File: src/rtl/crg_uart_pkg.sv
// crg_uart_pkg: shared types and helpers for the CRG UART transmit and receive paths
package crg_uart_pkg;
  localparam int UART_DATA_W = 8;
  typedef enum logic [1:0] {IDLE, START, DATA, STOP} uart_tx_state_t;
  function automatic int unsigned clks_per_bit(input int unsigned clk_freq, input int unsigned baud);
    return clk_freq / baud;
  endfunction
endpackage

File: src/rtl/sync_fifo.sv
// sync_fifo: single-clock circular-buffer FIFO with occupancy count
module sync_fifo #(
  parameter int unsigned WIDTH = 8,
  parameter int unsigned DEPTH = 16
) (
  input  logic                     clk,
  input  logic                     rst,
  input  logic                     push_i,
  input  logic                     pop_i,
  input  logic [WIDTH-1:0]         din_i,
  output logic [WIDTH-1:0]         dout_o,
  output logic                     full_o,
  output logic                     empty_o,
  output logic [$clog2(DEPTH):0]   count_o
);
  localparam int unsigned AW = $clog2(DEPTH);
  localparam logic [AW:0] FULL_CNT = (AW+1)'(DEPTH);
  logic [WIDTH-1:0] mem_q [DEPTH];
  logic [AW-1:0] wr_q, rd_q;
  logic [AW:0] cnt_q;
  logic do_push, do_pop;
  if (DEPTH < 2 || (DEPTH & (DEPTH - 1)) != 0) begin : g_depth_chk
    $error("sync_fifo DEPTH must be a power of two >= 2");
  end
  assign do_push = push_i & ~full_o;
  assign do_pop  = pop_i & ~empty_o;
  assign full_o  = cnt_q == FULL_CNT;
  assign empty_o = cnt_q == '0;
  assign count_o = cnt_q;
  assign dout_o  = mem_q[rd_q];
  always_ff @(posedge clk) begin
    if (do_push) mem_q[wr_q] <= din_i;
  end
  always_ff @(posedge clk) begin
    if (rst) begin
      wr_q  <= '0;
      rd_q  <= '0;
      cnt_q <= '0;
    end else begin
      wr_q  <= do_push ? wr_q + 1'b1 : wr_q;
      rd_q  <= do_pop ? rd_q + 1'b1 : rd_q;
      cnt_q <= cnt_q + (AW+1)'(do_push) - (AW+1)'(do_pop);
    end
  end
endmodule

File: src/rtl/uart_tx_fifo_8n1.sv
// uart_tx_fifo_8n1: FIFO-buffered 8N1 UART transmitter fed by a valid/ready byte stream
module uart_tx_fifo_8n1
  import crg_uart_pkg::*;
#(
  parameter int unsigned CLK_FREQ   = 100_000_000,
  parameter int unsigned BAUD       = 115200,
  parameter int unsigned FIFO_DEPTH = 16
) (
  input  logic                        clk,
  input  logic                        rst,
  input  logic [UART_DATA_W-1:0]      tx_data,
  input  logic                        tx_valid,
  output logic                        tx_ready,
  output logic                        txd,
  output logic                        busy,
  output logic [$clog2(FIFO_DEPTH):0] fifo_count
);
  localparam int unsigned CPB = clks_per_bit(CLK_FREQ, BAUD);
  localparam int unsigned CW  = $clog2(CPB);
  localparam int unsigned AW  = $clog2(FIFO_DEPTH);
  localparam logic [CW-1:0] BAUD_MAX = CW'(CPB - 1);
  localparam logic [AW:0]   FULL_CNT = (AW+1)'(FIFO_DEPTH);
  uart_tx_state_t state_q;
  logic [CW-1:0] baud_q;
  logic [2:0] bit_q;
  logic [UART_DATA_W-1:0] shift_q, fifo_dout;
  logic txd_q, ready_q, fifo_full, fifo_empty, push, pop, baud_end;
  logic [AW:0] count_d;
  if (CPB < 4) begin : g_cpb_chk
    $error("CLKS_PER_BIT must be at least 4");
  end
  sync_fifo #(.WIDTH(UART_DATA_W), .DEPTH(FIFO_DEPTH)) u_fifo (
    .clk     (clk),
    .rst     (rst),
    .push_i  (push),
    .pop_i   (pop),
    .din_i   (tx_data),
    .dout_o  (fifo_dout),
    .full_o  (fifo_full),
    .empty_o (fifo_empty),
    .count_o (fifo_count)
  );
  assign push     = tx_valid & ready_q & ~fifo_full;
  assign baud_end = baud_q == BAUD_MAX;
  // Loading from STOP's last cycle chains frames with no idle gap
  assign pop      = ~fifo_empty & (state_q == IDLE | (state_q == STOP & baud_end));
  assign count_d  = fifo_count + (AW+1)'(push) - (AW+1)'(pop);
  assign tx_ready = ready_q;
  assign txd      = txd_q;
  assign busy     = state_q != IDLE | fifo_count != '0;
  // txd is registered from the current state, so the whole frame trails the FSM by one cycle
  always_ff @(posedge clk) begin
    if (rst) begin
      state_q <= IDLE;
      baud_q  <= '0;
      bit_q   <= '0;
      shift_q <= '0;
      txd_q   <= 1'b1;
      ready_q <= 1'b0;
    end else begin
      ready_q <= count_d != FULL_CNT;
      txd_q   <= state_q == START ? 1'b0 : state_q == DATA ? shift_q[bit_q] : 1'b1;
      baud_q  <= (state_q == IDLE || baud_end) ? '0 : baud_q + 1'b1;
      if (pop) begin
        shift_q <= fifo_dout;
        bit_q   <= '0;
        state_q <= START;
      end else if (state_q != IDLE && baud_end) begin
        case (state_q)
          START: state_q <= DATA;
          DATA: begin
            bit_q   <= bit_q + 1'b1;
            state_q <= bit_q == 3'd7 ? STOP : DATA;
          end
          default: state_q <= IDLE;
        endcase
      end
    end
  end
endmodule
File: config.mk
export PLATFORM = sky130hd
export DESIGN_NAME = uart_tx_fifo_8n1
export DESIGN_NICKNAME = d
export VERILOG_FILES = /design/src/rtl/crg_uart_pkg.sv /design/src/rtl/sync_fifo.sv /design/src/rtl/uart_tx_fifo_8n1.sv
export SDC_FILE = /design/constraint.sdc
export NUM_CORES = 1
export LEC_CHECK = 0
export ABC_AREA = 1
export CAP_MARGIN = 20
export CELL_PAD_IN_SITES_DETAIL_PLACEMENT = 2
export CELL_PAD_IN_SITES_GLOBAL_PLACEMENT = 2
export CORE_UTILIZATION = 43
export DETAILED_ROUTE_END_ITERATION = 12
export PLACE_DENSITY_LB_ADDON = 0.1
export SETUP_SLACK_MARGIN = 0.2
export SYNTH_ARGS = -nofsm -noshare
export SYNTH_HDL_FRONTEND = slang
export SYNTH_SLANG_ARGS = --single-unit
File: constraint.sdc
create_clock -name clk -period 6.9 [get_ports clk]
set_clock_uncertainty 0.05 [all_clocks]
set_input_delay 1.38 -clock clk [delete_from_list [all_inputs] [get_ports clk]]
set_output_delay 1.38 -clock clk [all_outputs]
set_load 0.01 [all_outputs]
==> key figures, run 1 <==
Cells and area
  – Share of post-route cells with drive strength above 1: 0.0636
  – ANT cells: 0
  – Final non-filler cell total: 1037
  – Design area: between 8000 and 9000 µm²
  – Most frequent cells in the layout: 203 x nand2_1, 128 x edfxtp_1, 107 x inv_1
  – Synthesis-to-layout area growth: 12.8%
  – Layout net count: about 840
  – Most common cell after layout, fill and taps aside: nand2_1
  – Final Util: 0.503

Synth
  – Synth Area per Inst: 9.47 µm²
  – Post-Synth Adder-Cell Area: 0.0370
  – Post-synthesis mux area share: 0
  – Ys Warns: 0
  – Post-synthesis sequential area ratio: 0.614
  – Syn Inst Count: just under 800
  – Netlist cell types: 34
  – Most used DFF post-synth: edfxtp_1
  – Number of enable flip-flop cells after synthesis: between 100 and 150
  – Largest family of logic cells by synthesized area: simple AND/OR/NAND/NOR gates
  – Synth Register Bits: ~170
  – Complex-gate fraction of the synthesized area: 0.0397
  – Asr flop ratio synth: 0
  – Mapped Area: between 7000 and 8000 µm²
  – Synth Net Count: 824
  – Simple-gate share of the synthesized area: 0.222
  – Post-Synth XOR/XNOR Area: 0.0105

Drt
  – Initial DRC count: ~270
  – Vias: 5655
  – Remaining DRCs: 0
  – Post-DRT Antenna Nets: 0
  – Drt first pass iters: 5
  – Post-Route WL: around 24000 µm
  – Routed length per placed instance: between 20 and 25 µm
  – Vias/cell: approximately 5.5

STA
  – Max Fclk: around 280 MHz
  – Final worst-path cycle share: 0.521
  – Setup TNS: 0 ns
  – # setup viols final: 0
  – Final hold vios: 0
  – Worst setup slack after layout: ~3.3 ns
  – RSZ-0062 raised after global routing: false
  – Worst Tran Pin Value: just over 1 ns
  – Final Max Tran Viols: 0
  – Fin crit period: 3.60 ns
  – Worst hold slack: roughly 0.43 ns
  – Max-Slew Margin vs Limit: 0.307

Pwr
  – Cell Pwr Density: approximately 380 nW/µm²
  – Pwr Total: ~3.2 mW
  – Maximum vdd drop: roughly 0.19 mV
  – P_leak: 3.44 nW

Floorplan
  – Rows: 47
  – # IOs: 19
  – Starting Density: 0.446
  – Full die area: 18000 µm²
  – Die height: around 130 µm
  – Core area: between 15000 and 20000 µm²
  – Die width: 134 µm

Clocking
  – Post-CTS setup buffer count: 0
  – # H-tree levels: 4
  – CTS Buffer Depth: 2
  – PostCTS Resize Cnt: 0
  – Hold_buf cts: 0
  – Worst-skew pair later-pin latency: between 0.4 and 0.5 ns
  – Reg clk slew, reported paths: ~0.07 ns
  – Clock Sinks: 166
  – Clock root buffer master: clkbuf_16
  – CTS tree: built
  – TritonCTS Buffers: 17

Setup path
  – CP Capture Point: busy
  – R2R Path End: tx_ready
  – Critical Path AT: ~2.2 ns
  – R2R Setup Slk: between 3 and 4 ns
  – WS Path Type: flip-flop to output port
  – Worst R2R Path Depth: 13
  – Crit. End Element: output port
  – CP required: roughly 5.5 ns
  – Startpoint Class: flip-flop
  – Worst Path Max Fanout: 7
  – FF-to-FF Start: baud_q[0]
  – Crit path launch: state_q[0]

Placed design
  – Placed Cells: 1004
  – Post-DP HPWL: roughly 16000 µm
  – Pre-CTS setup slack: 3.24 ns
  – Placed instance area: 7830 µm²
  – GPL Wtd Cong: roughly 0.77
  – I/O Buffers: 18

Job
  – Max-Cap Viols: 0

Global route
  – GRT overflow: 0
  – GRT Total Usage: 0.289
  – First-pass GRT wire length: ~37000 µm
  – Antenna violations before repair: 0
  – Pin count of the biggest net entering global routing: 68
  – Number of global-route vias before repair: around 6400

Run status
  – Status: finished, final reports clean

Hold path
  – Hold path cells: 1
  – Hold Crit Class: flip-flop to flip-flop
## cell type report
type | count | area, µm²
sequential | 166 | 4610
tap | 220 | 275
inverter | 112 | 420
multi-input combinational | 484 | 2320
timing repair buffer | 23 | 230
clock inverter | 15 | 189
fill | 1731 | 8360
clock buffer | 17 | 425
## worst min-delay path by stage
stage / startpoint / to / slack [ns]
final: baud_q[0] / baud_q[0] / 0.43
after global placement: baud_q[0] / baud_q[0] / 0.39
after floorplan: baud_q[0] / baud_q[0] / 0.38
after CTS: baud_q[0] / baud_q[0] / 0.44
after global routing: baud_q[0] / baud_q[0] / 0.46
after detailed placement: baud_q[0] / baud_q[0] / 0.41
## power by group
group | switching [mW] | leakage (nW) | internal, mW
clock | 0.438 | 0.290 | 0.578
sequential | 0.0398 | 1.46 | 1.14
combinational | 0.715 | 1.68 | 0.297
## cell usage after synthesis (3+ instances only)
cell type	number	share of area
nand2_1	203	0.10
xnor2_1	3	0.0035
dfxtp_1	38	0.10
inv_1	107	0.054
clkbuf_1	3	0.0015
inv_2	3	0.0015
nor2_1	93	0.047
edfxtp_1	128	0.51
buf_2	21	0.014
nand4_1	7	0.0058
o21ai_0	33	0.022
nand3_1	80	0.053
a21oi_1	20	0.013
xor2_1	6	0.0070
ha_1	19	0.032
## logic make-up after synthesis
family | after synthesis
XOR/XNOR | 9
AO/OA/AOI/OAI | 58
flip-flops | 166
adder cells (fa/ha/maj) | 21
AND/OR/NAND/NOR | 396
buffers and inverters | 142
## state kept, by name, indices dropped and copies added, names as in the netlist
register,cells
u_fifo.mem_q,128
baud_q,10
shift_q,8
u_fifo.count_o,5
u_fifo.rd_q,4
u_fifo.wr_q,4
bit_q,3
state_q,2
tx_ready,1
txd,1
## critical path, stage by stage (launching register included)
cell             delay [ns]
dfxtp_1                0.42
inv_1                  0.10
ha_1                   0.22
inv_1                  0.27
or2_2                  0.17
clkdlybuf4s50_1        0.54
## per-layer routing
layer,vias up,track usage,share of wire
met5,-,0,0
met4,0,0.103,0.021
met3,32,0.0533,0.044
met2,147,0.503,0.51
met1,2891,0.361,0.43
li1,2585,-,-
No activity file was read; power rests on OpenSTA's default activity.
==> run 2, diff against run 1 <==
- CORE_UTILIZATION: 43 -> 36
- clock period: 6.9 -> 2.9 ns (I/O delays scaled with it)
==> key figures, run 2 (synthesis results as in run 1) <==
Clocking
  – CTS tree: built (unchanged)
  – # H-tree levels: 4 (unchanged)
  – TritonCTS Buffers: 17 (unchanged)
  – Clock Sinks: 166 (unchanged)
  – Hold_buf cts: 0 (unchanged)
  – Reg clk slew, reported paths: 0.08 ns (was 0.07 ns)
  – Clock root buffer master: clkbuf_16 (unchanged)
  – Worst-skew pair later-pin latency: 0.44 ns (about the same)
  – CTS Buffer Depth: 2 (unchanged)

Setup path
  – Buf/Inv on CP: 3 (unchanged)
  – WS Path Type: flip-flop to flip-flop (was flip-flop to output port)
  – Cell mode on critical path: inv_1 (unchanged)
  – Top Family by Delay on Critical Path: adder cells (was buffers and inverters)
  – Number of stages on the worst setup path: 14 (was 5)
  – Startpoint Class: flip-flop (unchanged)
  – Max incr delay on CP: 0.38 ns (was 0.54 ns)
  – Critical Path AT: 2.82 ns (was 2.17 ns)
  – CP max stage cell: fa_2 (was clkdlybuf4s50_1)
  – Worst Path Max Fanout: 4 (was 7)
  – Crit. End Element: flip-flop (was output port)
  – CP required: 3.18 ns (was 5.47 ns)
  – Critical path cell sequence: inv_1 > ha_2 > or2_2 > nand2_2 > a21oi_2 > ha_1 > inv_1 > ha_2 > fa_2 > inv_1 > o21ai_1 > xor2_1 > nor2_1 > nor2_1 (was inv_1 > ha_1 > inv_1 > or2_2 > clkdlybuf4s50_1)
  – Worst R2R Path Depth: 14 (was 13)

Drt
  – Drt first pass iters: 4 (was 5)
  – Routed length per placed instance: 19.2 µm (was 23.3 µm)
  – Post-DRT Antenna Nets: 0 (unchanged)
  – Vias/cell: 4.94 (was 5.45)
  – Post-Route WL: 21300 µm (was 24200 µm)
  – Vias: 5498 (was 5655)
  – Remaining DRCs: 0 (unchanged)
  – Initial DRC count: 247 (was 267)

STA
  – Worst hold slack: 0.389 ns (was 0.430 ns)
  – Worst Tran Pin Value: 0.964 ns (was 1.04 ns)
  – RSZ-0062 raised after global routing: false (unchanged)
  – # setup viols final: 0 (unchanged)
  – Final Max Tran Viols: 0 (unchanged)
  – Setup TNS: 0 ns (unchanged)
  – Final worst-path cycle share: 0.875
  – Final hold vios: 0 (unchanged)
  – Max-Slew Margin vs Limit: 0.357 (was 0.307)
  – Worst setup slack after layout: 0.362 ns (was 3.30 ns)
  – Max Fclk: around 390 MHz
  – Fin crit period: 2.54 ns

Pwr
  – Switching Fraction: 0.366 (was 0.372)
  – Combinational fraction of design power: 0.311 (was 0.315)
  – Pwr Total: 7.44 mW (was 3.21 mW)
  – Cell Pwr Density: 851 nW/µm² (was 379 nW/µm²)
  – P_leak: 3.57 nW (was 3.44 nW)
  – Sw Pwr: 2.72 mW (was 1.19 mW)
  – Power Internal: 4.72 mW (was 2.02 mW)
  – Sequential power share: 0.377 (was 0.368)
  – Clk pwr share: 0.312 (was 0.317)
  – Maximum vdd drop: 0.380 mV (was 0.192 mV)

Global route
  – First-pass GRT wire length: 34100 µm (was 37400 µm)
  – Global routing's busiest layer: met2 (unchanged)
  – Met1 Usage GRT: 0.262 (was 0.361)
  – GRT overflow: 0 (unchanged)
  – Number of global-route vias before repair: 6196 (was 6354)
  – Met2 usage in global routing: 0.379 (was 0.503)
  – Met3 usage: 0.0428 (was 0.0533)
  – Pin count of the biggest net entering global routing: 68 (unchanged)
  – Antenna violations before repair: 0 (unchanged)
  – GRT Total Usage: 0.212 (was 0.289)

Cells and area
  – Design area: 8740 µm² (was 8460 µm²)
  – Share of post-route cells with drive strength above 1: 0.105 (was 0.0636)
  – Synthesis-to-layout area growth: 16.4% (was 12.8%)
  – Layout net count: 863 (was 836)
  – Regs by FF count: u_fifo.mem_q x128, baud_q x10, shift_q x8 (unchanged)
  – Most common cell after layout, fill and taps aside: nand2_1 (unchanged)
  – Fill cell count: 2193 (was 1731)
  – Biggest register: u_fifo.mem_q (unchanged)
  – Largest register FFs: 128 (unchanged)
  – Most frequent cells in the layout: 202 x nand2_1, 128 x edfxtp_1, 107 x inv_1 (was 203 x nand2_1, 128 x edfxtp_1, 107 x inv_1)
  – Final non-filler cell total: 1114 (was 1037)
  – ANT cells: 0 (unchanged)
  – Final Util: 0.429 (was 0.503)

Placed design
  – GPL Wtd Cong: 0.797 (was 0.775)
  – Placed instance area: 8070 µm² (was 7830 µm²)
  – Pre-CTS setup slack: 0.140 ns (was 3.24 ns)
  – I/O Buffers: 18 (unchanged)
  – Placed Cells: 1076 (was 1004)
  – Post-DP HPWL: 14500 µm (was 15500 µm)

Hold path
  – Hold Crit Class: flip-flop to flip-flop (unchanged)
  – Hold path cells: 1 (unchanged)

Floorplan
  – Die width: 146 µm (was 134 µm)
  – Starting Density: 0.368 (was 0.446)
  – # IOs: 19 (unchanged)
  – Core area: 20400 µm² (was 16800 µm²)
  – Die height: 146 µm (was 134 µm)
  – Rows: 52 (was 47)
  – Full die area: 21400 µm² (was 18000 µm²)

Run status
  – Status: finished, final reports clean (unchanged)

Job
  – Max-Cap Viols: 0 (unchanged)
run 2: cell count changes in the layout (fill, tap and decap cells not counted), moves of 3 or more:
cell	delta
dfxtp_1	-5
ha_1	-3
buf_4	+27
ha_2	+3
dfxtp_2	+4
inv_8	+4
run 2: metal layers:
layer	wire length, µm	vias up
met5	0	-
met4	166	0
met3	735	14
met2	11100	69
met1	9330	2780
li1	-	2635
run 2: repair_timing:
item | in CTS | in global routing
resized for setup | 2 | 11
buffers inserted | 1 | 5
setup endpoints to repair | 2 | 2
pin swaps | 2 | 4
run 2: layout make-up:
type / instances / area (µm²) / share of cell area
Sequential cell: 166 / 4610 / 0.528
Multi-Input combinational cell: 484 / 2330 / 0.267
Timing Repair Buffer: 50 / 432 / 0.0494
Clock buffer: 17 / 425 / 0.0487
Inverter: 112 / 420 / 0.0481
Tap cell: 270 / 338 / 0.0387
Clock inverter: 15 / 178 / 0.0203
run 2: path summary, 6_finish.rpt:
check | from | endpoint | slack, ns
hold / removal | baud_q[0] | baud_q[0] | 0.39
hold reg to reg | baud_q[0] | baud_q[0] | 0.39
setup / recovery | state_q[0] | tx_ready | 0.36
setup reg to reg | state_q[0] | tx_ready | 0.36
run 2: power by group through the flow:
stage / clock (mW) / combinational [mW] / sequential (mW)
6_report: 2.32 / 2.32 / 2.80
3_3_place_gp: 0 / 2.21 / 2.84
2_1_floorplan: 0 / 1.54 / 2.84
4_1_cts: 2.39 / 2.34 / 2.80
5_1_grt: 2.46 / 2.62 / 2.82
3_5_place_dp: 0 / 2.31 / 2.85
